$ cat config.mk
export PLATFORM = sky130hd
export DESIGN_NAME = timer_regs
export DESIGN_NICKNAME = d
export VERILOG_FILES = /design/src/rtl/timer_pkg.sv /design/src/rtl/edge_detect_rise.sv /design/src/rtl/timer_regs.sv
export SDC_FILE = /design/constraint.sdc
export NUM_CORES = 1
export LEC_CHECK = 0
export ABC_AREA = 1
export CAP_MARGIN = 20
export CORE_UTILIZATION = 40
export DETAILED_ROUTE_END_ITERATION = 8
export DONT_BUFFER_PORTS = 1
export GPL_TIMING_DRIVEN = 0
export PLACE_DENSITY_LB_ADDON = 0.2
export SLEW_MARGIN = 15
export SYNTH_ARGS = -nofsm -noshare
export SYNTH_HDL_FRONTEND = slang
export SYNTH_SLANG_ARGS = --single-unit
$ cat constraint.sdc
create_clock -name clk -period 2.7 [get_ports clk]
set_input_delay 0.81 -clock clk [delete_from_list [all_inputs] [get_ports clk]]
set_output_delay 0.81 -clock clk [all_outputs]
set_load 0.02 [all_outputs]
$ cat src/rtl/timer_pkg.sv
// Shared definitions for the timer register front-end: register map, field
// positions, mode encodings and the bus FSM state type.
package timer_pkg;

    localparam int REG_CTRL  = 'h0;
    localparam int REG_TERM  = 'h4;
    localparam int REG_STAT  = 'h8;
    localparam int REG_COUNT = 'hC;

    localparam int CTRL_START   = 0;
    localparam int CTRL_HALT    = 1;
    localparam int CTRL_MODE_LO = 2;
    localparam int CTRL_MODE_HI = 3;
    localparam int CTRL_IE      = 4;

    localparam int STAT_RUN  = 0;
    localparam int STAT_PEND = 1;

    typedef enum logic [1:0] {
        MODE_ONESHOT  = 2'd0,
        MODE_PERIODIC = 2'd1,
        MODE_FREERUN  = 2'd2,
        MODE_RSVD     = 2'd3
    } mode_e;

    typedef enum logic {
        ST_IDLE = 1'b0,
        ST_RESP = 1'b1
    } bus_state_e;

    // Word index of a byte offset; the low two address bits never select.
    function automatic int reg_word(input int offset);
        return offset >> 2;
    endfunction

endpackage

$ cat src/rtl/edge_detect_rise.sv
// Registered rising-edge detector: o_rise is high in the first cycle that
// i_sig is seen high after having been low.
module edge_detect_rise (
    input  logic i_clk,
    input  logic i_rst_n,
    input  logic i_sig,
    output logic o_rise
);

    logic r_sig_d;

    always_ff @(posedge i_clk or negedge i_rst_n) begin
        if (!i_rst_n) begin
            r_sig_d <= 1'b0;
        end else begin
            r_sig_d <= i_sig;
        end
    end

    assign o_rise = i_sig & ~r_sig_d;

endmodule

$ cat src/rtl/timer_regs.sv
// CPU-facing register block for the timing counter: control pulses, mode and
// terminal count out; status, count and a sticky maskable interrupt back in.
module timer_regs
    import timer_pkg::*;
#(
    parameter int ADDR_W = 4,
    parameter int DATA_W = 32,
    parameter int MODE_W = 2
) (
    input  logic              clk,
    input  logic              reset,
    input  logic              bus_valid,
    input  logic              bus_we,
    input  logic [ADDR_W-1:0] bus_addr,
    input  logic [DATA_W-1:0] bus_wdata,
    output logic [DATA_W-1:0] bus_rdata,
    output logic              bus_ready,
    output logic              ro_trig_start,
    output logic              ro_trig_halt,
    output logic [MODE_W-1:0] ro_mode,
    output logic [DATA_W-1:0] ro_termcount,
    input  logic              rf_status,
    input  logic [DATA_W-1:0] rf_currcount,
    input  logic              rf_int,
    output logic              irq
);

    // Handshake: the master raises bus_valid with we/addr/wdata stable and holds
    // it until bus_ready. A request seen in IDLE is accepted on that edge and
    // bus_ready pulses for exactly the following cycle with bus_rdata valid;
    // bus_valid is ignored during that response cycle.

    bus_state_e          r_state;
    bus_state_e          w_state_nxt;
    logic                w_accept;
    logic                w_wr;
    logic                w_rd;
    logic [ADDR_W-3:0]   w_idx;
    logic                w_sel_ctrl;
    logic                w_sel_term;
    logic                w_sel_stat;
    logic                w_sel_count;
    logic                w_start;
    logic                w_halt;
    logic                w_pend_clr;
    logic                w_int_rise;
    logic [DATA_W-1:0]   w_rdata_nxt;
    logic                w_unused_addr_bits;

    logic [DATA_W-1:0]   r_rdata;
    logic [DATA_W-1:0]   r_term;
    logic [DATA_W-1:0]   r_termcount;
    logic [MODE_W-1:0]   r_mode;
    logic                r_ie;
    logic                r_pend;
    logic                r_irq;
    logic                r_trig_start;
    logic                r_trig_halt;

    // ---------------- bus FSM: state register ----------------
    always_ff @(posedge clk or negedge reset) begin
        if (!reset) begin
            r_state <= ST_IDLE;
        end else begin
            r_state <= w_state_nxt;
        end
    end

    // ---------------- bus FSM: next state ----------------
    always_comb begin
        w_state_nxt = r_state;
        case (r_state)
            ST_IDLE: if (bus_valid) w_state_nxt = ST_RESP;
            ST_RESP: w_state_nxt = ST_IDLE;
            default: w_state_nxt = ST_IDLE;
        endcase
    end

    // ---------------- bus FSM: outputs ----------------
    always_comb begin
        w_accept  = 1'b0;
        bus_ready = 1'b0;
        case (r_state)
            ST_IDLE: w_accept  = bus_valid;
            ST_RESP: bus_ready = 1'b1;
            default: ;
        endcase
    end

    // ---------------- address decode ----------------
    assign w_idx              = bus_addr[ADDR_W-1:2];
    assign w_unused_addr_bits = ^bus_addr[1:0];
    assign w_sel_ctrl  = (w_idx == (ADDR_W-2)'(reg_word(REG_CTRL)));
    assign w_sel_term  = (w_idx == (ADDR_W-2)'(reg_word(REG_TERM)));
    assign w_sel_stat  = (w_idx == (ADDR_W-2)'(reg_word(REG_STAT)));
    assign w_sel_count = (w_idx == (ADDR_W-2)'(reg_word(REG_COUNT)));

    assign w_wr = w_accept & bus_we;
    assign w_rd = w_accept & ~bus_we;

    // HALT dominates: a simultaneous START neither pulses nor reloads the count.
    assign w_halt     = w_wr & w_sel_ctrl & bus_wdata[CTRL_HALT];
    assign w_start    = w_wr & w_sel_ctrl & bus_wdata[CTRL_START] & ~bus_wdata[CTRL_HALT];
    assign w_pend_clr = w_wr & w_sel_stat & bus_wdata[STAT_PEND];

    edge_detect_rise u_int_edge (
        .i_clk   (clk),
        .i_rst_n (reset),
        .i_sig   (rf_int),
        .o_rise  (w_int_rise)
    );

    // ---------------- read mux ----------------
    always_comb begin
        w_rdata_nxt = '0;
        if (w_rd) begin
            if (w_sel_ctrl) begin
                w_rdata_nxt[CTRL_MODE_HI:CTRL_MODE_LO] = 2'(r_mode);
                w_rdata_nxt[CTRL_IE]                   = r_ie;
            end else if (w_sel_term) begin
                w_rdata_nxt = r_term;
            end else if (w_sel_stat) begin
                w_rdata_nxt[STAT_RUN]  = rf_status;
                w_rdata_nxt[STAT_PEND] = r_pend;
            end else if (w_sel_count) begin
                w_rdata_nxt = rf_currcount;
            end
        end
    end

    always_ff @(posedge clk or negedge reset) begin
        if (!reset) begin
            r_rdata <= '0;
        end else if (w_accept) begin
            r_rdata <= w_rdata_nxt;
        end
    end

    // ---------------- control registers ----------------
    always_ff @(posedge clk or negedge reset) begin
        if (!reset) begin
            r_term       <= '0;
            r_termcount  <= '0;
            r_mode       <= MODE_W'(MODE_ONESHOT);
            r_ie         <= 1'b0;
            r_trig_start <= 1'b0;
            r_trig_halt  <= 1'b0;
        end else begin
            r_trig_start <= w_start;
            r_trig_halt  <= w_halt;
            if (w_wr && w_sel_term) begin
                r_term <= bus_wdata;
            end
            if (w_wr && w_sel_ctrl) begin
                r_mode <= MODE_W'(bus_wdata[CTRL_MODE_HI:CTRL_MODE_LO]);
                r_ie   <= bus_wdata[CTRL_IE];
            end
            if (w_start) begin
                r_termcount <= r_term;
            end
        end
    end

    // ---------------- sticky pending flag and interrupt ----------------
    // A new terminal-count edge wins over a same-cycle software clear.
    always_ff @(posedge clk or negedge reset) begin
        if (!reset) begin
            r_pend <= 1'b0;
            r_irq  <= 1'b0;
        end else begin
            if (w_int_rise) begin
                r_pend <= 1'b1;
            end else if (w_pend_clr) begin
                r_pend <= 1'b0;
            end
            r_irq <= r_pend & r_ie;
        end
    end

    assign bus_rdata     = r_rdata;
    assign ro_trig_start = r_trig_start;
    assign ro_trig_halt  = r_trig_halt;
    assign ro_mode       = r_mode;
    assign ro_termcount  = r_termcount;
    assign irq           = r_irq;

endmodule

After elaboration in Yosys (flattened, before gate mapping). Index checks and enable logic that the tools add are counted.

Eq/ne operators: 3. Mux-type cells: 14. Bitwise gates (word level): 14. Reduce and logical (&&, ||, !) cells: 4.

Operators with widths (count): two-way mux 32 bit (3); two-way mux 30 bit (1); two-way mux 27 bit (1); AND 1 bit (10); two-way mux 1 bit (5); == test 2 bit, second input constant (2); two-way mux 2 bit (2); inverter 1 bit (4); two-way mux 3 bit (1); == test 2 x 1 -> 1 bit, second input constant (1); logical AND 1 bit (2); logical NOT 2 bit (1); case mux 1 bit (2 select lines) (1); nonzero test 2 bit (1).

Flip-flop bits (word level): 105. Bits of input ports: 74. Output and inout port bits: 70. Word-level logic and storage cells: 46.

Longest topological paths before layout.
Depth in word-level cells: 6. Depth in mapped cells: 8. Depth with buffers taken out: 6.

By module. Synthesis repeated with hierarchy kept, for this count alone.

Cells, all modules: 534. Area, all modules: 4463.0 um2.

By module, submodules not included: timer_regs (instances 1, cells an instance 531, area each 4428.0 um2, sequential area each 2602.5 um2); edge_detect_rise (instances 1, cells an instance 3, area each 35.0 um2, sequential area each 25.0 um2).

Worst setup path before layout. OpenSTA, ideal clock, no wires.

Path type: input to register. Start: in bus_addr[3]. End: reg r_termcount[10] (netlist: ro_termcount[10]). Library setup time: 117 ps. Data arrival time: 1598 ps. Data required time: 2583 ps. Path slack: 985 ps. Stages: 8. Path buffers: 2. Cells stage by stage: buf_6 inv_4 nand2_2 nor2_4 nand2_2 buf_6 nand2_1 nand2_1.

Longest elaborated chain between the ends: 4.

RTL lines: start: declaration (line timer_regs.sv:14) `input logic [ADDR_W-1:0] bus_addr,`; logical NOT 2 bit (line timer_regs.sv:93) `assign w_sel_ctrl = (w_idx == (ADDR_W-2)'(reg_word(REG_CTRL)));`; AND 1 bit (3 in a row) (line timer_regs.sv:103) `assign w_start = w_wr & w_sel_ctrl & bus_wdata[CTRL_START] & ~bus_wdata[CTRL_HALT];`; end signal: assignment (line timer_regs.sv:159) `r_termcount <= r_term;`; end: declaration (line timer_regs.sv:52) `logic [DATA_W-1:0] r_termcount;`.

Every way passes these cells. A chain may end at the register's enable or synchronous reset.

Worst setup path after layout.
Start: reg r_state. End: reg r_rdata[19] (netlist: bus_rdata[19]).

Longest elaborated chain between the ends: 3.

RTL lines: start: declaration (line timer_regs.sv:33) `bus_state_e r_state;`; start signal: assignment (line timer_regs.sv:65) `r_state <= w_state_nxt;`; two-way mux 1 bit * (line timer_regs.sv:83) `case (r_state)`; AND 1 bit (line timer_regs.sv:99) `assign w_rd = w_accept & ~bus_we;`; two-way mux 32 bit (line timer_regs.sv:116) `if (w_rd) begin`; end signal: assignment (line timer_regs.sv:135) `r_rdata <= w_rdata_nxt;`; end: declaration (line timer_regs.sv:50) `logic [DATA_W-1:0] r_rdata;`.

Mark *: on every way between the ends. The rest lies on a longest branch, timed or not.

==> impl_metrics.json <==
{
  "status": "completed",
  "worstMarginPinSlew_ns": 0.599,
  "design_area_sq_um": 4860,
  "drive_above_1_share": 0.0710,
  "yosysUniqueCellTypes": 14,
  "fill_cells": 1128,
  "syn_avg_cell_area_sq_um": 8.37,
  "dp.final_hpwl_um": 8200,
  "clock_path_buffers": 2,
  "max_freq_mhz": 551,
  "fin_nets": 618,
  "grt_max_degree": 106,
  "grt_pass1_vias": 3605,
  "slew_headroom": 0.601,
  "cts-root-buf": "clkbuf_8",
  "yosys_warnings": 0,
  "hold_slack_ns": 0.124,
  "io_buffers": 0,
  "fin_crit_ns": 1.82,
  "cts_sinks": 105,
  "vias_per_cell": 5.01,
  "cp_max_fo": 10,
  "p_total_w": 0.00372,
  "grt_pass1_wl_um": 19000,
  "post_cts_resized": 0,
  "worstSkewPairLatency_ns": 0.37,
  "drv_cap": 0,
  "reg2reg_from": "r_state",
  "drt_wl_total_um": 11900,
  "via_count": 3454,
  "startpoint_type": "register",
  "post_cts_buffers": 0,
  "irDropWorstVdd_mv": 0.304,
  "diodes": 0,
  "h-tree-depth": 3,
  "cts_tree": "built",
  "required_ns": 3.01,
  "placed_area_sq_um": 4640,
  "ctsHoldBuffers": 0,
  "timing.setup.tns_ns": 0,
  "leakage_nw": 2.53,
  "final_util": 0.449,
  "ys_seq_elements": 105,
  "grt_setup_unrepaired": "no",
  "die_h_um": 108,
  "place_congestion": 0.804,
  "numCtsBuffers": 9,
  "dr.pass1.iters": 6,
  "syn_nets": 607,
  "cts.clk_slew.worst_paths_ns": 0.09,
  "globalRouteOverflowTotal": 0,
  "worst_ep_arrival_time_ns": 2.13,
  "antenna_found_initial": 0,
  "drc_errors": 0,
  "fp.dieW_um": 108,
  "final_max_slew_viol_count": 0,
  "rr_endpoint": "bus_rdata[19]",
  "hp-class": "input pin to asynchronous set/reset pin",
  "grt_use_total": 0.219,
  "syn_to_final_growth_pct": 9.00,
  "finalSetupViolCount": 0,
  "p_per_area_nw_per_um2": 764,
  "synth_seq_area_share": 0.589,
  "rows": 38,
  "fp.dieArea_sq_um": 11600,
  "syn_area_sq_um": 4460,
  "hold_violations": 0,
  "fin_crit_sh": 0.673,
  "skew_ns": 0.00494,
  "dr.first_iter.drc_count": 199,
  "wire_per_inst_um": 17.2,
  "netlist_instances": 533,
  "boundaryPins": 144,
  "initial_core_util": 0.411,
  "critPathCaptureType": "register",
  "rr_worst_depth": 6,
  "crit_type": "register to register",
  "regToRegSetupSlack_ns": 0.88,
  "core_sq_um": 10800,
  "ant_nets": 0
}
-- sequential cells by signal, indices dropped and copies added (netlist names), 2 cells and up --
| name | count |
|---|---|
| bus_rdata | 32 |
| r_term | 32 |
| ro_mode | 2 |
| ro_termcount | 32 |
-- routing by layer --
layer	up-vias	track usage	wire length, um
li1	1677	-	-
met5	-	0	0
met1	1644	0.289	5250
met3	16	0.0515	886
met2	117	0.344	5490
met4	0	0.0959	245
-- synthesized netlist by cell type --
master / instances / share of area
buf_2: 11 / 0.012
buf_6: 6 / 0.015
clkbuf_1: 11 / 0.0093
clkinv_1: 1 / 0.00084
dfrtp_1: 105 / 0.59
inv_1: 35 / 0.029
inv_4: 1 / 0.0014
nand2_1: 243 / 0.20
nand2_2: 3 / 0.0042
nand3_1: 49 / 0.055
nand3_2: 1 / 0.0022
nor2_1: 5 / 0.0042
nor2_4: 2 / 0.0050
o21ai_0: 60 / 0.067
-- layout make-up --
cell class                      count  area, sq um  area share
Clock buffer                       15          196      0.0404
Buffer                             28          164      0.0337
Sequential cell                   105         2630       0.540
Inverter                           37          141      0.0291
Multi-Input combinational cell    363         1530       0.314
Tap cell                          140          175      0.0360
Clock inverter                      1         30.0     0.00618
-- worst max-delay path, stage by stage (launching register included) --
cell	delay, ns
dfrtp_1	0.46
inv_1	0.12
nand2_1	0.21
nor2_1	0.45
buf_2	0.35
nand2_1	0.09
nand2_1	0.06
-- placed cells by master (no fill, tap or decap), drive strengths merged --
master	Yosys	routed
buf	17	17
bufinv	0	1
clkbuf	11	26
clkinv	1	1
dfrtp	105	105
inv	36	36
nand2	246	246
nand3	50	50
nor2	7	7
o21ai	60	60
-- metrics by stage --
stage	worst slack (ns)	std cells
final	0.884	689
after global placement	0.614	673
after global routing	0.668	689
after detailed placement	0.600	673
after CTS	0.812	689
after floorplan	0.985	533
-- where the power goes --
| group | leakage (nW) | switching, W | total (W) | internal, W |
|---|---|---|---|---|
| Combinational | 1.08 | 0.000248 | 0.000389 | 0.000142 |
| Clock | 0.116 | 0.000526 | 0.00108 | 0.000557 |
| Sequential | 1.34 | 0.000395 | 0.00224 | 0.00185 |
-- cell families (layout without fill, tap and decap cells) --
logic type,Yosys count,in the layout,synth area share
buffers and inverters,65,81,0.0684
DFF,105,105,0.589
and+or+nand+nor,303,303,0.275
AOI/OAI and AO/OA,60,60,0.0673
-- worst max path at each step --
stage                startpoint                to  slack [ns]  depth (start not counted)
floorplan           bus_addr[3]  ro_termcount[10]        0.99                          8
global placement    bus_addr[3]        r_term[15]        0.61                          6
detailed placement  bus_addr[3]        r_term[16]        0.60                          6
CTS                     r_state     bus_rdata[19]        0.81                          6
global route            r_state     bus_rdata[22]        0.67                          6
finish                  r_state     bus_rdata[19]        0.88                          6
(Power assumes the default switching activity.)
